===== src/rtl/task_dispatcher.sv =====
// rtl/task_dispatcher.sv - push fan-out and two-phase root/subtree pop over a PIFO RPU array
// Optional statistics counters: TASK_DISPATCHER_STATS_EN
module task_dispatcher #(
    parameter int PTW          = 16,
    parameter int MTW          = 0,
    parameter int TREE_NUM     = 16,
    parameter int RPU_NUM      = 4,
    parameter int ROOT_RPU_ID  = 0,
    parameter int ROOT_TREE_ID = 0,
    parameter int CTW          = 10,
    parameter int POP_TIMEOUT  = 64,
    localparam int DW          = MTW + PTW,
    localparam int TNB         = $clog2(TREE_NUM),
    localparam int RNB         = $clog2(RPU_NUM)
) (
    input  logic                   i_clk,
    input  logic                   i_arst_n,
    input  logic                   i_push,
    input  logic [TNB-1:0]         i_push_tree_id,
    input  logic [DW-1:0]          i_push_data,
    output logic                   o_push_ready,
    output logic                   o_push_err,
    input  logic                   i_pop,
    output logic                   o_pop_ready,
    output logic                   o_pop_valid,
    output logic [TNB-1:0]         o_pop_tree_id,
    output logic [DW-1:0]          o_pop_data,
    output logic                   o_pop_error,
    output logic [RPU_NUM-1:0]     o_rpu_push,
    output logic [RPU_NUM*DW-1:0]  o_rpu_push_data,
    output logic [RPU_NUM*TNB-1:0] o_rpu_tree_id,
    output logic [RPU_NUM-1:0]     o_rpu_pop,
    input  logic [RPU_NUM-1:0]     i_rpu_pop_valid,
    input  logic [RPU_NUM*DW-1:0]  i_rpu_pop_data,
    input  logic [RPU_NUM-1:0]     i_rpu_full
`ifdef TASK_DISPATCHER_STATS_EN
   ,output logic [31:0]            o_stat_push,
    output logic [31:0]            o_stat_pop,
    output logic [31:0]            o_stat_timeout
`endif
);

    localparam int TMW = (POP_TIMEOUT > 2) ? $clog2(POP_TIMEOUT) : 1;
    localparam logic [TMW-1:0] TMO_LAST = TMW'(POP_TIMEOUT - 1);
    localparam logic [TNB-1:0] ROOT_TID = ROOT_TREE_ID[TNB-1:0];
    localparam logic [RNB-1:0] ROOT_RPU = ROOT_RPU_ID[RNB-1:0];
    localparam logic [TNB:0]   TREE_LIM = TREE_NUM[TNB:0];

    typedef enum logic [2:0] {
        IDLE      = 3'd0,
        ROOT_POP  = 3'd1,
        ROOT_WAIT = 3'd2,
        SUB_POP   = 3'd3,
        SUB_WAIT  = 3'd4,
        RESP      = 3'd5
    } state_t;

    state_t                 state_q, state_d;
    logic [CTW-1:0]         occ_q;
    logic [TMW-1:0]         timer_q;
    logic [TNB-1:0]         tid_q, tid_d;
    logic [DW-1:0]          data_q, data_d;
    logic                   err_q, err_d;
    logic [RPU_NUM-1:0]     push_q;
    logic [RPU_NUM*DW-1:0]  push_data_q;
    logic [RPU_NUM*TNB-1:0] push_tid_q;
    logic                   push_err_q;
    logic [RPU_NUM-1:0]     rpu_pop;
    logic [RPU_NUM*TNB-1:0] rpu_tid;

    logic [RNB-1:0] push_rpu;
    logic [RNB-1:0] tid_rpu;
    logic           push_illegal;
    logic           push_fire;
    logic           push_ok;
    logic           pop_fire;
    logic           root_pop;
    logic           in_wait;
    logic           timeout;

    assign push_rpu     = i_push_tree_id[RNB-1:0];
    assign tid_rpu      = tid_q[RNB-1:0];
    assign push_illegal = (i_push_tree_id == ROOT_TID) || (push_rpu == ROOT_RPU)
                       || ({1'b0, i_push_tree_id} >= TREE_LIM);

    // Readiness is forced low while reset is held so nothing upstream sees a handshake.
    assign o_push_ready = i_arst_n && !i_rpu_full[ROOT_RPU_ID] && !i_rpu_full[push_rpu]
                       && (occ_q != '1) && !(state_q == SUB_POP && push_rpu == tid_rpu);
    assign o_pop_ready  = i_arst_n && (state_q == IDLE) && (occ_q != '0);

    assign push_fire = i_push && o_push_ready;
    assign push_ok   = push_fire && !push_illegal;
    assign pop_fire  = i_pop && o_pop_ready;
    assign root_pop  = (state_q == ROOT_POP);
    assign in_wait   = (state_q == ROOT_WAIT) || (state_q == SUB_WAIT);
    assign timeout   = in_wait && (timer_q == TMO_LAST);

    always_comb begin
        state_d       = state_q;
        tid_d         = tid_q;
        data_d        = data_q;
        err_d         = err_q;
        rpu_pop       = '0;
        o_pop_valid   = 1'b0;
        o_pop_tree_id = '0;
        o_pop_data    = '0;
        o_pop_error   = 1'b0;
        case (state_q)
            IDLE: begin
                err_d = 1'b0;
                if (pop_fire) state_d = ROOT_POP;
            end
            ROOT_POP: begin
                rpu_pop[ROOT_RPU_ID] = 1'b1;
                state_d = ROOT_WAIT;
            end
            ROOT_WAIT: begin
                if (i_rpu_pop_valid[ROOT_RPU_ID]) begin
                    tid_d   = i_rpu_pop_data[ROOT_RPU_ID*DW +: TNB];
                    state_d = SUB_POP;
                end else if (timeout) begin
                    tid_d   = '0;
                    err_d   = 1'b1;
                    state_d = RESP;
                end
            end
            SUB_POP: begin
                rpu_pop[tid_rpu] = 1'b1;
                state_d = SUB_WAIT;
            end
            SUB_WAIT: begin
                if (i_rpu_pop_valid[tid_rpu]) begin
                    data_d  = i_rpu_pop_data[int'(tid_rpu)*DW +: DW];
                    state_d = RESP;
                end else if (timeout) begin
                    err_d   = 1'b1;
                    state_d = RESP;
                end
            end
            RESP: begin
                o_pop_valid   = 1'b1;
                o_pop_tree_id = tid_q;
                o_pop_data    = err_q ? '1 : data_q;
                o_pop_error   = err_q;
                state_d       = IDLE;
            end
            default: state_d = IDLE;
        endcase
    end

    // The subtree pop lane carries the popped tree ID on top of the registered push IDs.
    always_comb begin
        rpu_tid = push_tid_q;
        if (state_q == SUB_POP) rpu_tid[int'(tid_rpu)*TNB +: TNB] = tid_q;
    end

    always_ff @(posedge i_clk) begin
        if (!i_arst_n) begin
            state_q     <= IDLE;
            occ_q       <= '0;
            timer_q     <= '0;
            tid_q       <= '0;
            data_q      <= '0;
            err_q       <= 1'b0;
            push_q      <= '0;
            push_data_q <= '0;
            push_tid_q  <= '0;
            push_err_q  <= 1'b0;
        end else begin
            state_q    <= state_d;
            tid_q      <= tid_d;
            data_q     <= data_d;
            err_q      <= err_d;
            timer_q    <= (in_wait && state_d == state_q) ? timer_q + 1'b1 : '0;
            push_err_q <= push_fire && push_illegal;
            if (push_ok && !root_pop) occ_q <= occ_q + 1'b1;
            else if (!push_ok && root_pop) occ_q <= occ_q - 1'b1;
            push_q      <= '0;
            push_data_q <= '0;
            push_tid_q  <= '0;
            if (push_ok) begin
                push_q[ROOT_RPU_ID]                        <= 1'b1;
                push_data_q[ROOT_RPU_ID*DW +: DW]          <= DW'(i_push_tree_id);
                push_tid_q[ROOT_RPU_ID*TNB +: TNB]         <= ROOT_TID;
                push_q[push_rpu]                           <= 1'b1;
                push_data_q[int'(push_rpu)*DW +: DW]       <= i_push_data;
                push_tid_q[int'(push_rpu)*TNB +: TNB]      <= i_push_tree_id;
            end
        end
    end

    assign o_rpu_push      = push_q;
    assign o_rpu_push_data = push_data_q;
    assign o_rpu_tree_id   = rpu_tid;
    assign o_rpu_pop       = rpu_pop;
    assign o_push_err      = push_err_q;

`ifdef TASK_DISPATCHER_STATS_EN
    logic [31:0] stat_push_q, stat_pop_q, stat_tmo_q;

    always_ff @(posedge i_clk) begin
        if (!i_arst_n) begin
            stat_push_q <= '0;
            stat_pop_q  <= '0;
            stat_tmo_q  <= '0;
        end else begin
            if (push_fire && stat_push_q != '1) stat_push_q <= stat_push_q + 1'b1;
            if (state_q == RESP && !err_q && stat_pop_q != '1) stat_pop_q <= stat_pop_q + 1'b1;
            if (state_q == RESP && err_q && stat_tmo_q != '1) stat_tmo_q <= stat_tmo_q + 1'b1;
        end
    end

    assign o_stat_push    = stat_push_q;
    assign o_stat_pop     = stat_pop_q;
    assign o_stat_timeout = stat_tmo_q;
`endif

endmodule


===== config.mk =====
export PLATFORM = sky130hd
export DESIGN_NAME = task_dispatcher
export DESIGN_NICKNAME = d
export VERILOG_FILES = /design/src/rtl/task_dispatcher.sv
export SDC_FILE = /design/constraint.sdc
export NUM_CORES = 1
export LEC_CHECK = 0
export BUFFER_PORTS_ARGS = -buffer_cell sky130_fd_sc_hd__clkbuf_2
export CAP_MARGIN = 5
export CORE_ASPECT_RATIO = 1.4
export CORE_MARGIN = 2
export CORE_UTILIZATION = 49
export DETAILED_ROUTE_END_ITERATION = 7
export PLACE_DENSITY = 0.8
export REMOVE_ABC_BUFFERS = 1
export SLEW_MARGIN = 20
export SYNTH_ARGS = -nofsm -noshare
export SYNTH_HDL_FRONTEND = slang
export SYNTH_SLANG_ARGS = --single-unit

===== constraint.sdc =====
create_clock -name i_clk -period 4.15 [get_ports i_clk]
set_input_delay 0 -clock i_clk [delete_from_list [all_inputs] [get_ports i_clk]]
set_output_delay 0 -clock i_clk [all_outputs]
set_load 0.005 [all_outputs]

Yosys cells after proc, flatten, opt, wreduce, memory -nomap -nowiden. Cells that the tools add are included.

Flip-flop bits (word level): 125. Bits in latches: 0. Memory bits (writable): 0. ROM bits: 0. Input port bits: 96. Output and inout bits: 113. Logic and storage cells: 109. Memories: 0.

Add/subtract/negate cells: 6. Multipliers: 0. Div/mod/pow operators: 0. Order comparisons: 4. Equal/unequal tests: 11. Shift operators: 7. Muxes and demuxes: 32. Bitwise logic cells: 1. Reduce and logical (&&, ||, !) cells: 37.

Operators with widths (number): 4-bit negator with 33-bit output (2); 4-bit by 33-bit variable shift with 16-bit output, first input constant (2); 4-bit by 33-bit variable part select with 16-bit output (2); 64-bit bitwise mux (1); 16-bit by 33-bit variable shift with 64-bit output, first input constant (1); 16-bit by 33-bit variable part select with 64-bit output (1); 64-bit by 7-bit variable part select with 16-bit output (1); 16-bit two-way mux (3); 6-bit negator with 33-bit output (1); 10-bit two-way mux (2); 1-bit logical AND (17); 16-bit AND (1); 16-bit bitwise mux (1); 3-bit two-way mux (5); 3-bit case mux with 5 select lines (1); 4-bit two-way mux (3); 10-bit by 1-bit adder with 10-bit output, second input constant (1); 1-bit two-way mux (10); 10-bit inequality test, second input constant (1); 10-bit nonzero test (1); 10-bit by 1-bit subtractor with 10-bit output, second input constant (1); 2-bit AND reduction (4); 6-bit by 1-bit adder with 6-bit output, second input constant (1); 3-bit by 2-bit == test with 1-bit output, second input constant (2); 20 further kinds (33).

Longest topological paths before layout.
Depth after elaboration: 12. Mapped depth: 13. Depth with buffers taken out: 11.

Worst setup path before layout. No wires, ideal clock.

Kind: reg2reg. Start point: reg tid_q[0]. End point: reg occ_q[9]. Library setup time: 64 ps. Arrival: 3325 ps. Setup slack: 762 ps. Cell stages (with the launch flop): 13. Period minus slack after synthesis: 3388 ps. Path through: dfxtp_1 buf_4 xnor2_1 a311o_4 nor4_4 buf_6 ha_1 inv_1 ha_1 a2111o_1 o21a_1 a2111o_1 nand4_1.

Cells in the longest elaborated chain, start to end: 9. Elaborated cells on any way between the ends: 11. Classes of those cells: eq/ne: 1; mux: 1; reduce/logical: 9.

RTL lines: start, declared (RTL line 61) `logic [TNB-1:0] tid_q, tid_d;`; start signal, assigned (RTL line 171) `tid_q <= tid_d;`; 2-bit == test * (RTL line 88) `&& (occ_q != '1) && !(state_q == SUB_POP && push_rpu == tid_rpu);`; 1-bit logical AND * (RTL line 88); 1-bit logical NOT * (RTL line 88); 1-bit logical AND * (RTL line 88); 1-bit logical AND * (RTL line 91) `assign push_fire = i_push && o_push_ready;`; 1-bit logical AND * (RTL line 92) `assign push_ok = push_fire && !push_illegal;`; net push_ok (RTL line 75) `logic push_ok;`; 1-bit logical NOT (RTL line 177) `else if (!push_ok && root_pop) occ_q <= occ_q - 1'b1;`; 1-bit logical AND (RTL line 177); 2-bit nonzero test (no line); end signal, assigned (RTL line 176) `if (push_ok && !root_pop) occ_q <= occ_q + 1'b1;`; end signal, assigned (RTL line 177); end, declared (RTL line 59) `logic [CTW-1:0] occ_q;`.

Mark *: on every way through the listed nets, which the timed path passes. The rest lies on a longest branch. A chain may end at the register's enable or synchronous reset.

Final worst setup path.
Start point: reg state_q[2]. End point: reg occ_q[9].

Cells in the longest elaborated chain, start to end: 9. Elaborated cells on any way between the ends: 13. Classes of those cells: eq/ne: 2; mux: 1; reduce/logical: 10.

RTL lines: start, declared (RTL line 58) `state_t state_q, state_d;`; start signal, assigned (RTL line 170) `state_q <= state_d;`; 3-bit by 2-bit == test with 1-bit output (RTL line 88); 1-bit logical AND (RTL line 88); 1-bit logical NOT (RTL line 88); 1-bit logical AND (RTL line 88); 1-bit logical AND (RTL line 91); 1-bit logical AND (RTL line 92); 1-bit logical NOT (RTL line 177); 1-bit logical AND (RTL line 177); 2-bit nonzero test (no line).

Several ways; a longest one is shown, not always the timed one.

==> metrics <==
outcome=complete, no violations; Die Y=127 µm; drt drc=0; Seq/Total Area, Yosys=0.458; layout overhead on the synthesized area=37.8%; Setup CP Type=flip-flop to flip-flop; hold slack=0.0187 ns; die area=0.0117 mm²; width of the chip=91.8 µm; final WL=16000 µm; Hold-fix buffers, CTS=26; library cells used by synthesis=54; initial antenna violation count=0; DRT antenna net count=0; Clock transition at path regs=0.06 ns; WP data required=4.50 ns; io pins=209; worst setup path startpoint=state_q[2]$_SDFF_PN0_; first-pass GRT wire length=24900 µm; clk buf depth=2; P_leak=3.59 nW; R2R cell count=10; Wirelength per Cell=17.3 µm; row cnt=44; maximum VDD drop=0.473 mV; crit end category=flip-flop; share of cells above drive strength 1=0.351; Vias/cell=5.43; vias=5021; Setup TNS Final=0 ns; HPWL reported at the end of detailed placement=11100 µm; main flop type after synthesis=dfxtp_1; number of synthesized register bits=121; CTS tree=built; Yosys warnings=0; Critical R2R Capture=occ_q[9]$_SDFFE_PN0P_; Final Non-Filler Cells=925; hold crit path type=input port to flip-flop; Clk Latency, worst-skew pair=0.41 ns; Remaining Overflow, GRT=0; depth of the CTS H-tree=4; final instance area=0.00729 mm²; CORE AREA=0.0105 mm²; CP Launch Type=flip-flop; Syn Area/Cell=9.96 µm²; final setup fails=0; CTS buffer count=17; EDFF count, synth=0; RSZ-0062 raised after global routing=no; ys async rst share=0; final worst-path cycle share=0.850; clk sink count=121; Slew headroom=0.312; CTS resizes=0; setup bufs post-CTS=0; Filler cells=773; fmax=0.284 GHz; Arr. time, crit path=3.87 ns; Placed Area=0.00642 mm²; vias in the first global route=4965; Root Driver=clkbuf_16; multi-input logic area=0.00270 mm²; Reg area=0.00242 mm²; ant diodes=0; DP Cell Count=867; post-route minimum period=3.53 ns; Final #Nets=894; cell count after synthesis=531; Worst setup endpoint=occ_q[9]$_SDFFE_PN0P_; clock skew=0.0100 ns; PwrDens=489 mW/mm²; Placer Congestion=0.907; Mapped Area=0.00529 mm²; Final Slew Violations=0; CP max FO=13; 1st-pass router iterations=4; Port Buffers=208; Initial Util=0.506; FF-to-FF setup slack=0.62 ns; Reg-to-Reg Start=state_q[2]$_SDFF_PN0_; largest net degree at the start of global routing=37; Max Cap Viol=0; DRT iter0 DRCs=345; GRT Util Overall=0.274; Slew @ Worst Pin=1.03 ns; Final Hold Viols=0
cells by family (layout without fill, tap and decap cells):
kind of cell             Yosys count  count (layout)  synth area share
AND/OR/NAND/NOR                  225             225             0.227
flip-flops                       121             121             0.458
AO/OA/AOI/OAI                     69              69            0.0873
buffers and inverters             45             285            0.0437
multiplexers                      37              37             0.111
adder cells (fa/ha/maj)           24              24            0.0582
XOR/XNOR                           9               9            0.0149
other                              1              17          0.000709
layout make-up:
cell class / count / share of cell area
Timing Repair Buffer: 239 / 0.184
Multi-Input combinational cell: 381 / 0.370
Clock buffer: 19 / 0.0621
Sequential cell: 121 / 0.332
Clock inverter: 13 / 0.0213
Tap cell: 138 / 0.0237
Inverter: 14 / 0.00721
worst min path at each step:
stage          depth (start not counted)                        endpoint              start
6_report                               3        o_rpu_push[0]$_SDFF_PN0_      i_rpu_full[0]
5_1_grt                                3        o_rpu_push[0]$_SDFF_PN0_      i_rpu_full[0]
4_1_cts                                3        o_rpu_push[0]$_SDFF_PN0_      i_rpu_full[0]
3_5_place_dp                           2   o_rpu_push_data[2]$_SDFF_PN0_  i_push_tree_id[2]
3_3_place_gp                           2  o_rpu_push_data[23]$_SDFF_PN0_     i_push_data[7]
2_1_floorplan                          1   o_rpu_push_data[0]$_SDFF_PN0_  i_push_tree_id[0]
routing by layer:
| metal | up-vias | track usage | wire length (µm) |
|---|---|---|---|
| li1 | 2341 | - | - |
| met1 | 2343 | 0.281 | 5720 |
| met2 | 292 | 0.504 | 8270 |
| met3 | 45 | 0.100 | 1610 |
| met4 | 0 | 0.101 | 412 |
| met5 | - | 0 | 0 |
power by group:
group	switching [mW]	internal (mW)	total [mW]
sequential	0.0664	1.22	1.29
combinational	0.439	0.344	0.783
clock	0.565	0.931	1.50
metrics by stage:
stage	setup slack, ns	util	power (mW)
after floorplan	-0.0972	-	1.81
after global placement	0.833	0.614	2.01
after detailed placement	0.663	0.614	2.06
after CTS	0.641	0.697	3.57
after global routing	0.355	0.697	3.73
final	0.624	0.697	3.57
registers in the layout, indices dropped and copies added (netlist names):
register and flops:
o_rpu_push_data 64, data_q 16, err_q 1, occ_q 10, push_tid_q 12, o_rpu_push 4
timer_q 6, o_push_err 1, state_q 3, tid_q 4
critical path: stages, from the launching register on:
cell,delay [ns]
dfxtp_1,0.50
and3b_1,0.32
a311o_4,0.40
nor4_4,0.25
ha_1,0.32
inv_1,0.21
ha_1,0.39
a21oi_1,0.25
o211ai_1,0.28
a2111o_1,0.47
nand4_1,0.08
layout by cell type (no fill, tap or decap), types with 17 or more instances in the layout:
cell type,synthesis,routed
nor2_1,71,71
ha_1,23,23
nand2_1,34,34
dlygate4sd3_1,0,26
clkbuf_2,0,208
dfxtp_1,121,120
mux4_2,17,17
conb_1,1,17
and3_1,58,58
clkbuf_16,0,17
mux2i_1,17,17
synthesized netlist by cell type (3+ instances only):
cell      number  area [µm²]
a21o_1         4        30.0
a21oi_1       16        80.1
a31oi_1        3        18.8
and2_1        12        75.1
and3_1        58         363
buf_4          8        60.1
buf_6          4        45.0
clkbuf_1      16        60.1
dfxtp_1      121        2420
ha_1          23         288
inv_1         14        52.6
mux2_2         3        33.8
mux2i_1       17         170
mux4_2        17         383
nand2_1       34         128
nand2b_1       7        43.8
nand3_1       11        55.1
nand4_1        4        25.0
nor2_1        71         267
nor2b_1        3        18.8
nor3_1         3        15.0
nor4_1         4        25.0
nor4_4         3        63.8
o211ai_1       7        52.6
o21a_1         4        30.0
o21ai_0       16        80.1
o31ai_1        4        30.0
or3b_2         3        26.3
xnor2_1        5        43.8
xor2_1         4        35.0
Note: power is estimated with default switching activity, not from simulation.
